--- config.mk ---
export PLATFORM = sky130hd
export DESIGN_NAME = abs_diff_line_feeder
export DESIGN_NICKNAME = d
export VERILOG_FILES = /design/src/rtl/abs_diff_line_feeder.sv
export SDC_FILE = /design/constraint.sdc
export NUM_CORES = 1
export LEC_CHECK = 0
export CAP_MARGIN = 5
export CORE_UTILIZATION = 42
export CTS_BUF_LIST = sky130_fd_sc_hd__clkbuf_16
export DETAILED_ROUTE_END_ITERATION = 8
export PLACE_DENSITY_LB_ADDON = 0.1
export SLEW_MARGIN = 25
export SYNTH_ARGS = -nofsm -noshare
export SYNTH_HDL_FRONTEND = slang
export SYNTH_SLANG_ARGS = --single-unit
--- constraint.sdc ---
create_clock -name clk -period 26.6 [get_ports clk]
set_input_delay 2.66 -clock clk [delete_from_list [all_inputs] [get_ports clk]]
set_output_delay 2.66 -clock clk [all_outputs]
set_load 0.02 [all_outputs]
--- src/rtl/abs_diff_line_feeder.sv ---
// abs_diff_line_feeder
//   Producer side of the sub-pel line difference stage. Streams BLK_ROWS+2
//   reference rows and BLK_ROWS original rows, keeps a sliding 3-row window
//   and presents registered upper/middle/lower reference rows plus the
//   matching original row, one line per line_valid/line_ready handshake.
//
// Ports
//   clk, rst                    clock (rising edge), async active-high reset
//   start                       one-cycle pulse, begins a block when idle
//   ref_valid/ref_ready/ref_pix reference row stream (pixel 0 in [7:0])
//   org_valid/org_ready/org_in  original row stream
//   line_valid/line_ready       output line handshake
//   cur_upper/middle/lower_pix  reference rows k-1, k, k+1
//   org_pix                     original row aligned with cur_middle_pix
//   line_idx, line_last         index of the presented line, last-line flag
//   busy, done                  block in progress, end-of-block pulse

// One 8-bit pixel column of the window and the output line registers.
module abs_diff_lane #(
  parameter int PIX_W = 8
) (
  input  logic             clk,
  input  logic             rst,
  input  logic             load_w0,
  input  logic             load_w1,
  input  logic             adv,
  input  logic [PIX_W-1:0] ref_px,
  input  logic [PIX_W-1:0] org_px,
  output logic [PIX_W-1:0] upper,
  output logic [PIX_W-1:0] middle,
  output logic [PIX_W-1:0] lower,
  output logic [PIX_W-1:0] org
);
  logic [PIX_W-1:0] w0, w1;

  always_ff @(posedge clk or posedge rst) begin
    if (rst) begin
      w0     <= '0;
      w1     <= '0;
      upper  <= '0;
      middle <= '0;
      lower  <= '0;
      org    <= '0;
    end else if (adv) begin
      // present the window and slide it by one row in the same edge
      upper  <= w0;
      middle <= w1;
      lower  <= ref_px;
      org    <= org_px;
      w0     <= w1;
      w1     <= ref_px;
    end else begin
      if (load_w0) w0 <= ref_px;
      if (load_w1) w1 <= ref_px;
    end
  end
endmodule

module abs_diff_line_feeder #(
  parameter int BLK_ROWS = 8,
  parameter int CNT_W    = $clog2(BLK_ROWS+2)+1
) (
  input  logic        clk,
  input  logic        rst,
  input  logic        start,
  input  logic        ref_valid,
  output logic        ref_ready,
  input  logic [63:0] ref_pix,
  input  logic        org_valid,
  output logic        org_ready,
  input  logic [63:0] org_in,
  output logic        line_valid,
  input  logic        line_ready,
  output logic [63:0] cur_upper_pix,
  output logic [63:0] cur_middle_pix,
  output logic [63:0] cur_lower_pix,
  output logic [63:0] org_pix,
  output logic [5:0]  line_idx,
  output logic        line_last,
  output logic        busy,
  output logic        done
);
  localparam int NUM_LANES = 8;
  localparam int PIX_W     = 8;

  localparam logic [2:0] S_IDLE   = 3'd0;
  localparam logic [2:0] S_PRIME0 = 3'd1;
  localparam logic [2:0] S_PRIME1 = 3'd2;
  localparam logic [2:0] S_RUN    = 3'd3;
  localparam logic [2:0] S_DRAIN  = 3'd4;

  localparam logic [CNT_W-1:0] LAST_CNT = CNT_W'(BLK_ROWS-1);

  logic [2:0]       state;
  logic [CNT_W-1:0] count;
  logic             slot_free, accept, ref_hs, line_hs, load_w0, load_w1;

  logic [NUM_LANES-1:0][PIX_W-1:0] ref_lanes, org_lanes;
  logic [NUM_LANES-1:0][PIX_W-1:0] upper_lanes, middle_lanes, lower_lanes, orgo_lanes;

  // Output register slot can take a new line if empty or being drained now.
  always_comb begin
    slot_free = !line_valid || line_ready;
    ref_ready = 1'b0;
    org_ready = 1'b0;
    case (state)
      S_PRIME0, S_PRIME1: ref_ready = 1'b1;
      S_RUN: begin
        // each ready waits on the partner valid so the streams move jointly
        ref_ready = slot_free && org_valid;
        org_ready = slot_free && ref_valid;
      end
      default: ;
    endcase
  end

  assign ref_hs  = ref_valid && ref_ready;
  assign accept  = (state == S_RUN) && slot_free && ref_valid && org_valid;
  assign line_hs = line_valid && line_ready;
  assign load_w0 = (state == S_PRIME0) && ref_hs;
  assign load_w1 = (state == S_PRIME1) && ref_hs;

  assign ref_lanes = ref_pix;
  assign org_lanes = org_in;

  for (genvar i = 0; i < NUM_LANES; i++) begin : g_lane
    abs_diff_lane #(.PIX_W(PIX_W)) u_lane (
      .clk    (clk),
      .rst    (rst),
      .load_w0(load_w0),
      .load_w1(load_w1),
      .adv    (accept),
      .ref_px (ref_lanes[i]),
      .org_px (org_lanes[i]),
      .upper  (upper_lanes[i]),
      .middle (middle_lanes[i]),
      .lower  (lower_lanes[i]),
      .org    (orgo_lanes[i])
    );
  end

  assign cur_upper_pix  = upper_lanes;
  assign cur_middle_pix = middle_lanes;
  assign cur_lower_pix  = lower_lanes;
  assign org_pix        = orgo_lanes;

  always_ff @(posedge clk or posedge rst) begin
    if (rst) begin
      state      <= S_IDLE;
      count      <= '0;
      line_valid <= 1'b0;
      line_idx   <= '0;
      line_last  <= 1'b0;
      busy       <= 1'b0;
      done       <= 1'b0;
    end else begin
      done <= 1'b0;
      case (state)
        S_IDLE: begin
          if (start) begin
            state <= S_PRIME0;
            busy  <= 1'b1;
            count <= '0;
          end
        end
        S_PRIME0: if (ref_hs) state <= S_PRIME1;
        S_PRIME1: if (ref_hs) state <= S_RUN;
        S_RUN: begin
          if (accept) begin
            line_valid <= 1'b1;
            line_idx   <= 6'(count);
            line_last  <= (count == LAST_CNT);
            count      <= count + CNT_W'(1);
            // the final accept ends intake; count never passes BLK_ROWS
            if (count == LAST_CNT) state <= S_DRAIN;
          end else if (line_hs) begin
            line_valid <= 1'b0;
          end
        end
        S_DRAIN: begin
          if (line_hs && line_last) begin
            line_valid <= 1'b0;
            done       <= 1'b1;
            busy       <= 1'b0;
            state      <= S_IDLE;
          end
        end
        default: state <= S_IDLE;
      endcase
    end
  end
endmodule

==> out/qor.tcl, run 1 <==
set qor(final-setup-viol-count) 0
set qor(cts_tree) {done}
set qor(power.share.combinational_pct) 43.3
set qor(avgRoutedWirePerCell_um) 16.71
set qor(postSynthRegisterBits) 401
set qor(arrival_ns) 4.36
set qor(port_buffers) 400
set qor(min_period_ns) 7.021
set qor(sw_share_pct) 37.11
set qor(synth_top_family_by_area) {simple AND/OR/NAND/NOR gates}
set qor(final-max-slew-violation-count) 0
set qor(post_synth_and_or_nand_nor_area_fraction_pct) 20.10
set qor(number_of_enable_type_register_cells_in_the_synthesized_netlist) 0
set qor(max_clock_freq_mhz) 142.4
set qor(place.detailed.hpwl_um) 25380
set qor(dr.first_iter.drc_count) 551
set qor(use_met3_pct) 6.511
set qor(drt_pass1_iterations) 4
set qor(post_cts_resized) 0
set qor(synth_async_sr_flop_share_pct) 100.0
set qor(pwr-share-seq_pct) 36.9
set qor(global_route.peak_usage_layer) {met2}
set qor(groute.layer.met2.usage_pct) 33.89
set qor(setup_total_negative_slack_ns) 0
set qor(dpl_cell_area_sq_mm) 0.02005
set qor(die_boundary_height_um) 195.3
set qor(power_report.internal_total_w) 0.001853
set qor(critPathLaunchType) {primary input}
set qor(finalClockSkew_ns) 0.01187
set qor(htree_levels) 2
set qor(final_net_count) 2040
set qor(globalRoute.totalOverflow) 0
set qor(power_density_mw_per_mm2) 137.3
set qor(maxCapViolations) 0
set qor(result_of_the_run) {finished clean}
set qor(gp_congestion) 0.7745
set qor(avgViaCountPerCell) 4.875
set qor(synthAdderAreaFrac_pct) 0.07971
set qor(netlist-cell-type-count) 41
set qor(p_leak_nw) 10.81
set qor(grt_pass1_wl_um) 64920
set qor(floorplan.io_pins) 402
set qor(mostFrequentLayoutCell) {sky130_fd_sc_hd__nand2_1}
set qor(floorplan_core_area_sq_mm) 0.03670
set qor(use_met1_pct) 28.05
set qor(total_power_w) 0.002947
set qor(post_cts_hold_buffer_count) 0
set qor(starting_density_of_the_core_pct) 42.77
set qor(antenna_violating_nets_post_route) 0
set qor(critPathCaptureType) {output pin}
set qor(dpl_worst_slack_ns) 19.62
set qor(synth_xor_area_share_pct) 0.1674
set qor(synth.avg_cell_area_sq_um) 10.25
set qor(netlist_area_sq_mm) 0.01570
set qor(max-vdd-ir-drop_v) 0.00006577
set qor(fin_area_sq_mm) 0.02146
set qor(insertion_delay_ns) 0.54
set qor(antenna_found_initial) 1
set qor(worst_r2r_path_depth) 9
set qor(route.final.wire_length_um) 40230
set qor(cts.reportedPaths.clkPinSlew_ns) 0.06
set qor(maxSlewHeadroom_pct) 31.51
set qor(report.final.hold_viol_count) 0
set qor(die_area_sq_mm) 0.03815
set qor(fp-row-count) 70
set qor(layout-drive-gt1-share_pct) 7.534
set qor(critical_path.max_fanout) 5
set qor(switching_power_w) 0.001094
set qor(synth.net_count) 1667
set qor(worst_slew_pin_tran_ns) 1.027
set qor(synthesis.instances) 1532
set qor(flow.area_growth_from_synthesis_pct) 36.74
set qor(fin_crit_sh_pct) 26.39
set qor(route.vias.total) 11739
set qor(synth.yosys.seq_area_share_pct) 63.93
set qor(hold-path-cell-count) 2
set qor(worstHoldPathType) {reg2reg}
set qor(chipWidth_um) 195.3
set qor(synth-compound-area-share_pct) 7.397
set qor(drcViolationCount) 0
set qor(final.setup.worst_slack_ns) 19.58
set qor(grt_start_max_net_pins) 219
set qor(cts_buffers) 44
set qor(clock-sinks) 401
set qor(postCtsSetupBuffers) 0
set qor(power.clock.fraction_pct) 19.8
set qor(grt_setup_unrepaired) {false}
set qor(critical_path_required_ns) 23.94
set qor(cts_root_buf) {sky130_fd_sc_hd__clkbuf_16}
set qor(cts_buffer_depth) 3
set qor(criticalPathCategory) {in2out}
set qor(synth.yosys.warnings) 0
set qor(first_global_vias) 11805
set qor(total_routing_usage_reported_by_global_routing_pct) 21.34
set qor(synthFlopType) {sky130_fd_sc_hd__dfrtp_1}
set qor(most-common-layout-cells) {sky130_fd_sc_hd__nand2_1 (791), sky130_fd_sc_hd__dfrtp_1 (401), sky130_fd_sc_hd__clkdlybuf4s50_1 (400)}
set qor(yosys-mux-area-fraction_pct) 5.373
## cell families (layout without fill, tap and decap cells)
group | Yosys count | after routing
buf+inv | 97 | 503
compound gates | 144 | 144
other cells | 1 | 3
flops | 401 | 401
xor+xnor | 3 | 3
simple gates | 820 | 820
mux | 65 | 65
fa+ha+maj | 1 | 1
## critical path, cell delays in order
cell and delay (ns):
sky130_fd_sc_hd__clkdlybuf4s50_1 0.53, sky130_fd_sc_hd__and2b_2 0.29, sky130_fd_sc_hd__nor3_1 0.16, sky130_fd_sc_hd__clkdlybuf4s50_1 0.72
## metal layers
layer  share of wire [%]  vias up  wire (um)
met4                 2.7        0       1079
met5                   0        -          0
met2                  46      290      18660
met3                 7.2       74       2886
met1                  44     5736      17610
li1                    -     5639          -
## cell type report
class                      count  area (sq um)
inverter                       8         37.54
multi-input combinational   1034          5221
timing repair buffer         416          4205
clock inverter                34         247.7
tap                          468         585.6
sequential                   401         10030
fill                        3180         15230
antenna                        2         5.005
clock buffer                  45          1126
## metrics by stage
| step | util (%) | hold WS, ns | instances |
|---|---|---|---|
| floorplan | - | 0.4395 | 1532 |
| global placement | 54.49 | 0.4496 | 2323 |
| detailed placement | 54.62 | 0.4534 | 2325 |
| CTS | 58.37 | 0.4675 | 2404 |
| global route | 58.48 | 0.4816 | 2407 |
| finish | 58.49 | 0.4662 | 2408 |
## path summary, 6_finish.rpt
| path | from | to | slack, ns |
|---|---|---|---|
| max in group asynchronous | rst | g_lane[7].u_lane.w1[1] | 22.44 |
| max | line_ready | org_ready | 19.58 |
| min | g_lane[3].u_lane.w0[0] | g_lane[3].u_lane.upper[0] | 0.47 |
| min in group asynchronous | rst | g_lane[3].u_lane.lower[5] | 2.72 |
| max reg2reg | state[2] | g_lane[5].u_lane.org[1] | 23.12 |
| min reg2reg | g_lane[3].u_lane.w0[0] | g_lane[3].u_lane.upper[0] | 0.47 |
## cell usage after synthesis (all sizes together), types with 4 or more instances
cell / count / share of area, %
nand2: 792 / 19
dfrtp: 401 / 64
a21o: 65 / 3.1
a22o: 64 / 3.6
mux2: 64 / 5.3
buf: 50 / 1.8
clkbuf: 39 / 0.93
inv: 8 / 0.19
o21ai: 6 / 0.22
nand3: 5 / 0.16
nor3: 5 / 0.19
a21oi: 4 / 0.13
nor2: 4 / 0.096
## state kept, by name, summed over array words and instances, names as in the netlist, 3 cells and up
register and cells:
g_lane.u_lane.lower 64, g_lane.u_lane.middle 64, g_lane.u_lane.org 64, g_lane.u_lane.upper 64, g_lane.u_lane.w0 64, g_lane.u_lane.w1 64
count 5, line_idx 5, state 3
## power groups by stage
stage / Sequential [W] / Combinational (W) / Clock [W]
after floorplan: 0.00131 / 0.000479 / 0
after global placement: 0.00108 / 0.00127 / 0
after detailed placement: 0.00110 / 0.00129 / 0
after CTS: 0.00109 / 0.00129 / 0.000602
after global routing: 0.00113 / 0.00138 / 0.000625
final: 0.00109 / 0.00128 / 0.000583
Power figures use the tool's default switching activity.
==> run 2, diff against run 1 <==
- clock period: 26.6 -> 6.32 ns (I/O delays scaled with it)
==> run 2 against run 1 <==
Die area did not move. Largest power group unchanged. Critical path type unchanged. Via count rose by 0.11%. Total power rose to 4.2 times the previous value. Largest cell class unchanged. Sequential share of layout area rose by 0.33 points. Clock power rose to 4.0 times the previous value.
==> out/qor.tcl, run 2 (synthesized netlist as in run 1, its figures left out) <==
set qor(result_of_the_run) {finished clean}
set qor(most-common-layout-cells) {sky130_fd_sc_hd__nand2_1 (791), sky130_fd_sc_hd__dfrtp_1 (401), sky130_fd_sc_hd__clkdlybuf4s50_1 (400)}
set qor(port_buffers) 400
set qor(route.final.wire_length_um) 40090
set qor(final-seq-area_sq_mm) 0.01003
set qor(globalRoute.totalOverflow) 0
set qor(flow.area_growth_from_synthesis_pct) 35.78
set qor(place.detailed.hpwl_um) 25470
set qor(crit-reg2reg-launch) {state[2]}
set qor(route.vias.total) 11752
set qor(floorplan_core_area_sq_mm) 0.03670
set qor(area_of_the_multi_input_gates_sq_mm) 0.005221
set qor(criticalPathCategory) {in2out}
set qor(clock-sinks) 401
set qor(postCtsSetupBuffers) 0
set qor(drcViolationCount) 0
set qor(first_global_vias) 11724
set qor(critical_path_required_ns) 5.69
set qor(layout.filler_cells) 3234
set qor(critical_path.max_fanout) 4
set qor(arrival_ns) 2.30
set qor(dpl_worst_slack_ns) 2.921
set qor(htree_levels) 2
set qor(post-route-util_pct) 58.08
set qor(fin_area_sq_mm) 0.02131
set qor(report.final.hold_viol_count) 0
set qor(cts_root_buf) {sky130_fd_sc_hd__clkbuf_16}
set qor(die_boundary_height_um) 195.3
set qor(cts.reportedPaths.clkPinSlew_ns) 0.06
set qor(total_routing_usage_reported_by_global_routing_pct) 21.07
set qor(starting_density_of_the_core_pct) 42.77
set qor(post_cts_hold_buffer_count) 0
set qor(grt_setup_unrepaired) {false}
set qor(cts_buffers) 44
set qor(mostFrequentLayoutCell) {sky130_fd_sc_hd__nand2_1}
set qor(dr.first_iter.drc_count) 574
set qor(antenna_found_initial) 2
set qor(fin_crit_sh_pct) 46.44
set qor(post_cts_resized) 0
set qor(fp-row-count) 70
set qor(final_net_count) 2035
set qor(gp_congestion) 0.7750
set qor(max_clock_freq_mhz) 340.7
set qor(grt_pass1_wl_um) 64670
set qor(setup_total_negative_slack_ns) 0
set qor(timing.critical_path.from) {line_ready}
set qor(worst_slew_pin_tran_ns) 1.005
set qor(final.setup.worst_slack_ns) 3.385
set qor(worst_path_dominant_cell_family) {buffers and inverters}
set qor(cts_tree) {done}
set qor(antenna_violating_nets_post_route) 0
set qor(die_area_sq_mm) 0.03815
set qor(antennaDiodeCount) 0
set qor(finalClockSkew_ns) 0.01699
set qor(max-vdd-ir-drop_v) 0.0003182
set qor(critPathLaunchType) {primary input}
set qor(cts_buffer_depth) 3
set qor(worst-path-buf-inv) 2
set qor(p_leak_nw) 10.73
set qor(critPathCaptureType) {output pin}
set qor(hold_start) {g_lane[5].u_lane.w0[1]}
set qor(final-setup-viol-count) 0
set qor(final-max-slew-violation-count) 0
set qor(power_density_mw_per_mm2) 574.2
set qor(dpl_cell_area_sq_mm) 0.02002
set qor(critPathMostFrequentCell) {sky130_fd_sc_hd__clkdlybuf4s50_1}
set qor(drt_pass1_iterations) 6
set qor(avgRoutedWirePerCell_um) 16.70
set qor(critical_path.cell_chain) {clkdlybuf4s50_1 > nand2b_1 > nand2_2 > o21ai_0 > clkdlybuf4s50_1}
set qor(worstHoldPathType) {reg2reg}
set qor(chipWidth_um) 195.3
set qor(min_period_ns) 2.935
set qor(grt_start_max_net_pins) 176
set qor(floorplan.io_pins) 402
set qor(total_power_w) 0.01224
set qor(cpMaxStageDelayCell) {sky130_fd_sc_hd__clkdlybuf4s50_1}
set qor(reg2reg_slack_ns) 3.61
set qor(insertion_delay_ns) 0.53
set qor(avgViaCountPerCell) 4.895
set qor(worst_path_largest_cell_delay_ns) 0.71
set qor(layout-drive-gt1-share_pct) 7.036
set qor(maxCapViolations) 0
set qor(maxSlewHeadroom_pct) 32.98
run 2: cell types whose count changed in the layout (fill, tap and decap cells not counted):
cell                        change
sky130_fd_sc_hd__buf_4          -3
sky130_fd_sc_hd__clkinv_1       +3
sky130_fd_sc_hd__diode_2        -2
sky130_fd_sc_hd__inv_1          +2
sky130_fd_sc_hd__bufinv_16      -3
sky130_fd_sc_hd__buf_8          -1
sky130_fd_sc_hd__inv_6          +2
sky130_fd_sc_hd__clkinv_2       -3
sky130_fd_sc_hd__buf_16         -1
sky130_fd_sc_hd__inv_8          -1
run 2: layer usage:
metal  global-route usage [%]  up-vias  routed length, um
met5                        0        -                 23
met4                    4.141        4                500
met3                    5.475       40               2491
met2                    34.30      289              19100
met1                    28.55     5810              17980
li1                         -     5609                  -
run 2: path summary, 6_finish.rpt:
| path | endpoint | cells after the start |
|---|---|---|
| max | ref_ready | 5 |
| min | g_lane[5].u_lane.upper[1] | 2 |
| max reg2reg | g_lane[5].u_lane.middle[5] | 5 |
| min reg2reg | g_lane[5].u_lane.upper[1] | 2 |
| max in group asynchronous | g_lane[0].u_lane.lower[5] | 3 |
| min in group asynchronous | g_lane[3].u_lane.lower[3] | 2 |
run 2: worst reg2reg max path: cells and delay by family (launching register included):
| family | cells | cell delay, ns |
|---|---|---|
| and+or+nand+nor | 4 | 1.22 |
| buffers and inverters | 1 | 0.90 |
| DFF | 1 | 0.53 |
run 2: final cells by class:
type	count	area share, %
multi-input cells	1034	24.50
flip-flops and latches	401	47.08
well taps	468	2.747
inverters	8	0.1585
clock buffers	45	5.284
repair buffers	411	19.43
clock inverters	34	0.8043
run 2: stage by stage:
step | hold WS (ns) | cells
2_1_floorplan | 0.4395 | 1532
3_3_place_gp | 0.4476 | 2322
3_5_place_dp | 0.4529 | 2322
4_1_cts | 0.4657 | 2401
5_1_grt | 0.4833 | 2401
6_report | 0.4632 | 2401
run 2: power breakdown:
group	total (W)	internal [W]	switching [W]
logic	0.00532	0.00248	0.00284
registers	0.00459	0.00385	0.000741
clock network	0.00233	0.00132	0.00101
total	0.0122	0.00765	0.00459
